## src/rtl/tmr_scrub_if.sv

```systemverilog
// Host bus for the TMR scrub controller.
//
// Handshake: the master raises req with we/addr/wdata stable and holds them
// until it samples gnt high on a rising edge. gnt is a one-cycle pulse; the
// request is consumed on that edge. For reads, rvalid pulses for one cycle
// exactly two cycles after gnt, with rdata valid only while rvalid is high.
interface tmr_scrub_if #(
    parameter int WIDTH  = 8,
    parameter int ADDR_W = 4
);
    logic              req;
    logic              we;
    logic [ADDR_W-1:0] addr;
    logic [WIDTH-1:0]  wdata;
    logic              gnt;
    logic              rvalid;
    logic [WIDTH-1:0]  rdata;

    modport master (output req, we, addr, wdata, input gnt, rvalid, rdata);
    modport slave  (input req, we, addr, wdata, output gnt, rvalid, rdata);
endinterface

```

## src/rtl/tmr_scrub_controller.sv

```systemverilog
// TMR scrub controller: arbitrates host reads/writes and periodic scrubbing of
// a triplicated word array. Scrub reads copies A/B/C, votes, and repairs a
// single deviating copy while counting errors per domain.
// Optional feature macro: TMR_SCRUB_IRQ_EN (adds o_irq / i_irq_clr).
module tmr_scrub_controller #(
    parameter int WIDTH        = 8,
    parameter int DEPTH        = 16,
    parameter int SCRUB_PERIOD = 256,
    parameter int ERR_CNT_W    = 8
) (
    input  logic                     i_clk,
    input  logic                     i_rst,
    input  logic                     i_scrub_en,
    tmr_scrub_if.slave               host,
    output logic [$clog2(DEPTH)-1:0] o_mem_addr,
    input  logic [WIDTH-1:0]         i_mem_rdA,
    input  logic [WIDTH-1:0]         i_mem_rdB,
    input  logic [WIDTH-1:0]         i_mem_rdC,
    output logic                     o_mem_weA,
    output logic                     o_mem_weB,
    output logic                     o_mem_weC,
    output logic [WIDTH-1:0]         o_mem_wdata,
    output logic [ERR_CNT_W-1:0]     o_errA_cnt,
    output logic [ERR_CNT_W-1:0]     o_errB_cnt,
    output logic [ERR_CNT_W-1:0]     o_errC_cnt,
    output logic                     o_err_multi,
    input  logic                     i_cnt_clr,
    output logic                     o_busy,
    output logic [2:0]               o_dbg_state
`ifdef TMR_SCRUB_IRQ_EN
    ,
    output logic                     o_irq,
    input  logic                     i_irq_clr
`endif
);

    localparam int AW = $clog2(DEPTH);
    localparam int TW = (SCRUB_PERIOD > 1) ? $clog2(SCRUB_PERIOD) : 1;
    localparam logic [ERR_CNT_W-1:0] CNT_MAX = '1;

    typedef enum logic [2:0] {
        S_IDLE  = 3'd0,
        S_HRD   = 3'd1,
        S_HVOTE = 3'd2,
        S_HWR   = 3'd3,
        S_SRD   = 3'd4,
        S_SVOTE = 3'd5,
        S_SFIX  = 3'd6
    } state_t;

    state_t               r_state;
    logic [TW-1:0]        r_timer;
    logic                 r_scrub_pend;
    logic [AW-1:0]        r_scrub_ptr;
    logic                 r_last_host;
    logic [AW-1:0]        r_mem_addr;
    logic [WIDTH-1:0]     r_wdata;
    logic [2:0]           r_fix_sel;
    logic                 r_err_multi;
    logic [ERR_CNT_W-1:0] r_errA;
    logic [ERR_CNT_W-1:0] r_errB;
    logic [ERR_CNT_W-1:0] r_errC;

    logic             w_tick;
    logic [WIDTH-1:0] w_maj;
    logic             w_devA;
    logic             w_devB;
    logic             w_devC;
    logic             w_single;
    logic             w_multi;
    logic             w_gnt_host;
    logic             w_incA;
    logic             w_incB;
    logic             w_incC;

    assign w_tick = (r_timer == TW'(SCRUB_PERIOD - 1));

    // Bitwise majority; a copy deviates if it differs from the vote anywhere.
    // Exactly one deviating copy means the other two agree and it can be
    // repaired; two or more deviating copies means no pair agrees.
    assign w_maj    = (i_mem_rdA & i_mem_rdB) | (i_mem_rdA & i_mem_rdC) | (i_mem_rdB & i_mem_rdC);
    assign w_devA   = |(i_mem_rdA ^ w_maj);
    assign w_devB   = |(i_mem_rdB ^ w_maj);
    assign w_devC   = |(i_mem_rdC ^ w_maj);
    assign w_single = (w_devA ^ w_devB ^ w_devC) & ~(w_devA & w_devB & w_devC);
    assign w_multi  = (w_devA & w_devB) | (w_devA & w_devC) | (w_devB & w_devC);

    // Host wins when no scrub is pending or when the scrub side went last.
    assign w_gnt_host = !i_rst && (r_state == S_IDLE) && host.req &&
                        (!r_scrub_pend || !r_last_host);

    assign w_incA = (r_state == S_SFIX) && r_fix_sel[0];
    assign w_incB = (r_state == S_SFIX) && r_fix_sel[1];
    assign w_incC = (r_state == S_SFIX) && r_fix_sel[2];

    // Write enables are decoded from state and gated by reset so that a reset
    // landing in HWR/SFIX never lets a write through.
    assign o_mem_weA   = !i_rst && ((r_state == S_HWR) || w_incA);
    assign o_mem_weB   = !i_rst && ((r_state == S_HWR) || w_incB);
    assign o_mem_weC   = !i_rst && ((r_state == S_HWR) || w_incC);
    assign o_mem_addr  = r_mem_addr;
    assign o_mem_wdata = r_wdata;

    assign host.gnt    = w_gnt_host;
    assign host.rvalid = !i_rst && (r_state == S_HVOTE);
    assign host.rdata  = (!i_rst && (r_state == S_HVOTE)) ? w_maj : '0;

    assign o_errA_cnt  = r_errA;
    assign o_errB_cnt  = r_errB;
    assign o_errC_cnt  = r_errC;
    assign o_err_multi = r_err_multi;
    assign o_busy      = (r_state != S_IDLE);
    assign o_dbg_state = r_state;

    // Scrub timer and pending flag; a tick while pending merges, a tick in
    // the same cycle as the SRD clear keeps the request alive.
    always_ff @(posedge i_clk) begin
        if (i_rst) begin
            r_timer      <= '0;
            r_scrub_pend <= 1'b0;
        end else begin
            if (i_scrub_en) begin
                r_timer <= w_tick ? '0 : r_timer + 1'b1;
            end
            if (i_scrub_en && w_tick) begin
                r_scrub_pend <= 1'b1;
            end else if (r_state == S_SRD) begin
                r_scrub_pend <= 1'b0;
            end
        end
    end

    // Main sequencer: arbitration, address/data registers, scrub pointer.
    always_ff @(posedge i_clk) begin
        if (i_rst) begin
            r_state     <= S_IDLE;
            r_scrub_ptr <= '0;
            r_last_host <= 1'b0;
            r_mem_addr  <= '0;
            r_wdata     <= '0;
            r_fix_sel   <= '0;
            r_err_multi <= 1'b0;
        end else begin
            r_err_multi <= 1'b0;
            case (r_state)
                S_IDLE: begin
                    if (w_gnt_host) begin
                        r_last_host <= 1'b1;
                        r_mem_addr  <= host.addr;
                        if (host.we) begin
                            r_wdata <= host.wdata;
                            r_state <= S_HWR;
                        end else begin
                            r_state <= S_HRD;
                        end
                    end else if (r_scrub_pend) begin
                        r_last_host <= 1'b0;
                        r_mem_addr  <= r_scrub_ptr;
                        r_state     <= S_SRD;
                    end
                end
                S_HRD:   r_state <= S_HVOTE;
                S_HVOTE: r_state <= S_IDLE;
                S_HWR:   r_state <= S_IDLE;
                S_SRD:   r_state <= S_SVOTE;
                S_SVOTE: begin
                    r_scrub_ptr <= (r_scrub_ptr == AW'(DEPTH - 1)) ? '0 : r_scrub_ptr + 1'b1;
                    if (w_single) begin
                        r_wdata   <= w_maj;
                        r_fix_sel <= {w_devC, w_devB, w_devA};
                        r_state   <= S_SFIX;
                    end else begin
                        r_err_multi <= w_multi;
                        r_state     <= S_IDLE;
                    end
                end
                S_SFIX:  r_state <= S_IDLE;
                default: r_state <= S_IDLE;
            endcase
        end
    end

    // Saturating per-domain error counters; clear beats increment.
    always_ff @(posedge i_clk) begin
        if (i_rst || i_cnt_clr) begin
            r_errA <= '0;
            r_errB <= '0;
            r_errC <= '0;
        end else begin
            if (w_incA && (r_errA != CNT_MAX)) r_errA <= r_errA + 1'b1;
            if (w_incB && (r_errB != CNT_MAX)) r_errB <= r_errB + 1'b1;
            if (w_incC && (r_errC != CNT_MAX)) r_errC <= r_errC + 1'b1;
        end
    end

`ifdef TMR_SCRUB_IRQ_EN
    logic r_irq;
    logic w_irq_set;

    assign w_irq_set = ((r_state == S_SVOTE) && w_multi) ||
                       (!i_cnt_clr && w_incA && (r_errA == CNT_MAX - 1'b1)) ||
                       (!i_cnt_clr && w_incB && (r_errB == CNT_MAX - 1'b1)) ||
                       (!i_cnt_clr && w_incC && (r_errC == CNT_MAX - 1'b1));
    assign o_irq = r_irq;

    // Sticky interrupt; a new event outranks a simultaneous clear.
    always_ff @(posedge i_clk) begin
        if (i_rst) begin
            r_irq <= 1'b0;
        end else if (w_irq_set) begin
            r_irq <= 1'b1;
        end else if (i_irq_clr) begin
            r_irq <= 1'b0;
        end
    end
`endif

endmodule

```

## src/flat_wrapper.sv

```systemverilog
// flat-port wrapper written by rule: the top's interface ports become plain ports
module tmr_scrub_controller_flat 
#(
    parameter int WIDTH        = 8,
    parameter int DEPTH        = 16,
    parameter int SCRUB_PERIOD = 256,
    parameter int ERR_CNT_W    = 8
)
  (i_clk, i_rst, i_scrub_en, o_mem_addr, i_mem_rdA, i_mem_rdB, i_mem_rdC, o_mem_weA, o_mem_weB, o_mem_weC, o_mem_wdata, o_errA_cnt, o_errB_cnt, o_errC_cnt, o_err_multi, i_cnt_clr, o_busy, o_dbg_state, host_req, host_we, host_addr, host_wdata, host_gnt, host_rvalid, host_rdata);
  tmr_scrub_if #(.WIDTH(WIDTH), .ADDR_W((4))) host_i ();
  input  logic i_clk;
  input  logic i_rst;
  input  logic i_scrub_en;
  output logic [$clog2(DEPTH)-1:0] o_mem_addr;
  input  logic [WIDTH-1:0] i_mem_rdA;
  input  logic [WIDTH-1:0] i_mem_rdB;
  input  logic [WIDTH-1:0] i_mem_rdC;
  output logic o_mem_weA;
  output logic o_mem_weB;
  output logic o_mem_weC;
  output logic [WIDTH-1:0] o_mem_wdata;
  output logic [ERR_CNT_W-1:0] o_errA_cnt;
  output logic [ERR_CNT_W-1:0] o_errB_cnt;
  output logic [ERR_CNT_W-1:0] o_errC_cnt;
  output logic o_err_multi;
  input  logic i_cnt_clr;
  output logic o_busy;
  output logic [2:0] o_dbg_state;
  input wire logic [$bits(host_i.req)-1:0] host_req;
  input wire logic [$bits(host_i.we)-1:0] host_we;
  input wire logic [$bits(host_i.addr)-1:0] host_addr;
  input wire logic [$bits(host_i.wdata)-1:0] host_wdata;
  output wire logic [$bits(host_i.gnt)-1:0] host_gnt;
  output wire logic [$bits(host_i.rvalid)-1:0] host_rvalid;
  output wire logic [$bits(host_i.rdata)-1:0] host_rdata;
  assign host_i.req = host_req;
  assign host_i.we = host_we;
  assign host_i.addr = host_addr;
  assign host_i.wdata = host_wdata;
  assign host_gnt = host_i.gnt;
  assign host_rvalid = host_i.rvalid;
  assign host_rdata = host_i.rdata;
  tmr_scrub_controller #(.WIDTH(WIDTH), .DEPTH(DEPTH), .SCRUB_PERIOD(SCRUB_PERIOD), .ERR_CNT_W(ERR_CNT_W)) u_core (.i_clk(i_clk), .i_rst(i_rst), .i_scrub_en(i_scrub_en), .host(host_i), .o_mem_addr(o_mem_addr), .i_mem_rdA(i_mem_rdA), .i_mem_rdB(i_mem_rdB), .i_mem_rdC(i_mem_rdC), .o_mem_weA(o_mem_weA), .o_mem_weB(o_mem_weB), .o_mem_weC(o_mem_weC), .o_mem_wdata(o_mem_wdata), .o_errA_cnt(o_errA_cnt), .o_errB_cnt(o_errB_cnt), .o_errC_cnt(o_errC_cnt), .o_err_multi(o_err_multi), .i_cnt_clr(i_cnt_clr), .o_busy(o_busy), .o_dbg_state(o_dbg_state));
endmodule
```

## config.mk

```make
export PLATFORM = sky130hd
export DESIGN_NAME = tmr_scrub_controller_flat
export DESIGN_NICKNAME = d
export VERILOG_FILES = /design/src/rtl/tmr_scrub_if.sv /design/src/rtl/tmr_scrub_controller.sv /design/src/flat_wrapper.sv
export SDC_FILE = /design/constraint.sdc
export NUM_CORES = 1
export LEC_CHECK = 0
export CAP_MARGIN = 10
export CORE_MARGIN = 5
export CORE_UTILIZATION = 48
export CTS_BUF_LIST = sky130_fd_sc_hd__clkbuf_16
export DETAILED_ROUTE_END_ITERATION = 10
export GPL_TIMING_DRIVEN = 0
export PLACE_DENSITY = 0.9
export SYNTH_ARGS = -nofsm -noshare
export SYNTH_HDL_FRONTEND = slang
export SYNTH_SLANG_ARGS = --single-unit
```

## constraint.sdc

```tcl
create_clock -name i_clk -period 3.3 [get_ports i_clk]
set_input_delay 0.66 -clock i_clk [delete_from_list [all_inputs] [get_ports i_clk]]
set_output_delay 0.66 -clock i_clk [all_outputs]
set_load 0.05 [all_outputs]
```

==> impl_results.md <==
- Synth unique cells: 50
- First-pass GRT wire length: 14.58 mm
- Clk Latency, worst-skew pair: 320 ps
- Period minus WS final: 3256 ps
- CP Capture Point: u_core.o_mem_wdata[6]$_SDFFE_PP0P_
- Final-report hold violation count: 0
- Setup crit start kind: primary input
- Remaining DRCs: 0
- Antenna Cells: 0
- Die area: 8679 um^2
- Worst setup startpoint: i_mem_rdB[7]
- Vias: 3287
- Avg WL per Cell: 15.22 um
- Vias per inst: 5.590
- Synth Flop Type: dfxtp_1
- # H-tree levels: 3
- Crit-path leading delay family: simple AND/OR/NAND/NOR gates
- Max VDD drop: 0.3015 mV
- Std-Cell Rows: 30
- Tcrit/Tclk final: 98.66%
- Largest net degree at the start of global routing: 11
- Multiplexer area fraction after synthesis: 1.809%
- IO Port Bufs: 94
- Initial core utilization: 49.13%
- Vias in the first global route: 3160
- Worst path bufs/invs: 1
- Number of synthesized register bits: 57
- Setup-failing EPs final: 0
- Complex-gate fraction of the synthesized area: 19.30%
- Final #Nets: 552
- Largest family of logic cells by synthesized area: simple AND/OR/NAND/NOR gates
- Post-synthesis adder-cell area fraction: 2.865%
- Die X: 93.16 um
- Pins over their slew limit: 0
- Post-Synth XOR/XNOR Area: 7.388%
- Syn Nets: 440
- Placed inst area: 4360 um^2
- Final-layout fill cell count: 517
- Worst Tran Pin Value: 661.1 ps
- Area grow syn2layout: 42.71%
- Top cells by area, synth: dfxtp_1 (34%), a211oi_2 (6.0%), nor2_1 (5.2%)
- Slew Limit Headroom: 55.93%
- DP Worst Slack: -541.7 ps
- DP HPWL: 6.600 mm
- CP Depth: 10
- Worst-path clk slew: 50 ps
- Mapped Area: 3319 um^2
- R2R depth: 6
- Antenna viol nets, final: 0
- WP data required: 3530 ps
- Die Y-Extent: 93.16 um
- Crit path cell chain: clkdlybuf4s50_1, and3b_1, nor4_1, nand4_1, fa_1, and4b_1, nand2_1, nand2_4, a21o_4, a211oi_2
- Core Box Area: 6756 um^2
- DR iter-0 viols: 219
- Sink Count: 57
- Lkg Pwr: 1.868 nW
- Clk buf depth: 2
- Yosys top cell area share: 34.38%
- Asr flop ratio synth: 0%
- YS warnings: 0
- Max stage delay on crit path: 550 ps
- Setup TNS: 0 ps
- Reg-to-reg endpoint: u_core.o_mem_wdata[6]$_SDFFE_PP0P_
- Post-Route WL: 8.949 mm
- CP max stage cell: fa_1
- Fin area: 4737 um^2
- Crit end category: register
- Most numerous cell in the Yosys netlist: dfxtp_1
- Fraction of layout cells with a size suffix above 1: 14.37%
- Crit path kind: in2reg
- Sequential area share after synthesis: 34.38%
- Post-synth EDFFs: 0
- Total gr overflow: 0
- Syn avg cell area: 8.490 um^2
- Worst hold path class: reg2reg
- P per Cell Area: 440.1 nW/um^2
- Setup ws final: 44.24 ps
- Synth Area in Simple Gates: 31.06%
- First-pass DRT Iterations: 4
- CP arrival: 3490 ps
- Core Util, Final: 70.11%
- Post-synthesis cell count: 391
- Largest area contributor in the netlist: dfxtp_1
- Crit path max fanout: 9
- Max cap viols: 0
- TritonCTS clock tree: done
- Worst reg2reg setup slack: 1510 ps
- Commonest cells post-synth: dfxtp_1 (57), nor2_1 (46), nand2_1 (39)
- Quantity of hold-fixing buffers added after cts: 0
- Status: completed
- IO Pins: 96
- Max Freq: 0.3071 GHz
- Placed insts: 565
- Clock skew: 3.671 ps
- FF-to-FF Start: u_core.o_dbg_state[1]$_SDFFE_PP0P_
- Total Power: 2.085 mW
- Fin cells: 588
- Initial antenna violation count: 0
- Num CTS Buffers: 9
- Hold WS: 487.9 ps
- Clk root buf: clkbuf_16
- GRT Resource Usage Total: 20.76%
- Routability cong.: 0.9147
-- worst register-to-register path: cells and delay by family (launching register included) --
family	cells	cell delay, ps
DFF	1	300
buffers and inverters	1	170
and+or+nand+nor	3	880
AOI/OAI and AO/OA	2	280
-- logic make-up (layout without fill, tap and decap cells) --
family                     Yosys count  count (layout)
muxes                                6               6
xor gates and xnor gates            28              28
and+or+nand+nor                    185             185
adders and majority gates            7               7
AOI/OAI and AO/OA                   84              84
buffers and inverters               24             141
DFF                                 57              57
-- worst min-delay path by stage --
stage / from / cells after the start / slack, ps / end
CTS: u_core.r_last_host$_SDFFE_PP0P_ / 2 / 480 / u_core.r_last_host$_SDFFE_PP0P_
detailed placement: u_core.r_last_host$_SDFFE_PP0P_ / 2 / 480 / u_core.r_last_host$_SDFFE_PP0P_
global route: u_core.r_last_host$_SDFFE_PP0P_ / 2 / 510 / u_core.r_last_host$_SDFFE_PP0P_
finish: u_core.r_last_host$_SDFFE_PP0P_ / 2 / 490 / u_core.r_last_host$_SDFFE_PP0P_
floorplan: u_core.r_last_host$_SDFFE_PP0P_ / 2 / 450 / u_core.r_last_host$_SDFFE_PP0P_
global placement: u_core.r_last_host$_SDFFE_PP0P_ / 2 / 460 / u_core.r_last_host$_SDFFE_PP0P_
-- where the power goes --
part           switching (mW)  total (mW)  internal [mW]
registers              0.0177       0.733          0.716
logic                   0.289       0.470          0.182
clock network           0.307       0.881          0.574
total                   0.613        2.08           1.47
-- cell type report --
cell class	instances	area (um^2)	area share (%)
flip-flops and latches	57	1141	24.09
plain buffers	15	72.57	1.532
clock inverters	7	61.31	1.294
inverters	9	33.78	0.7132
clock buffers	9	225.2	4.754
well taps	80	100.1	2.113
repair buffers	101	1007	21.26
multi-input cells	310	2096	44.24
-- flip-flops by register name (all words and copies together), names as in the netlist --
| signal | count |
|---|---|
| u_core.o_errA_cnt | 8 |
| u_core.r_scrub_ptr | 4 |
| u_core.o_mem_wdata | 8 |
| u_core.r_timer | 8 |
| u_core.o_errC_cnt | 8 |
| u_core.o_dbg_state | 3 |
| u_core.r_scrub_pend | 1 |
| u_core.r_fix_sel | 3 |
| u_core.r_last_host | 1 |
| u_core.o_err_multi | 1 |
| u_core.o_errB_cnt | 8 |
| u_core.o_mem_addr | 4 |
-- layout by cell type, fill, tap and decap left out, types with 4 or more instances in the layout --
cell	instances
dfxtp_1	57
a311oi_1	7
nand3_1	19
inv_1	9
mux2i_1	6
dlymetal6s2s_1	19
nand2b_1	7
buf_2	10
o21ai_0	19
and3b_1	6
nand4_2	4
ha_1	6
clkinv_2	4
clkbuf_16	9
or3_1	4
a21o_1	7
or3b_1	4
nand3b_1	8
clkdlybuf4s50_1	65
xnor2_1	12
clkbuf_1	9
nor3b_1	8
or3b_2	4
nand4_1	10
nor3_1	5
xor2_1	16
nand2_1	39
a21oi_1	18
buf_4	7
nor2_1	46
a211oi_2	16
-- routing by layer --
| layer | track usage [%] | up-vias | part of all wire (%) |
|---|---|---|---|
| met4 | 6.960 | 0 | 1.1 |
| met5 | 0 | - | 0 |
| met2 | 35.81 | 89 | 50 |
| met1 | 24.44 | 1550 | 44 |
| met3 | 6.356 | 9 | 4.8 |
| li1 | - | 1639 | - |
-- repair_timing --
item | in CTS | in global routing
gates resized for setup | 35 | 36
pin swaps | 3 | 3
endpoints found under the setup margin | 21 | 20
buffers inserted | 3 | 4
(Power assumes the default switching activity.)
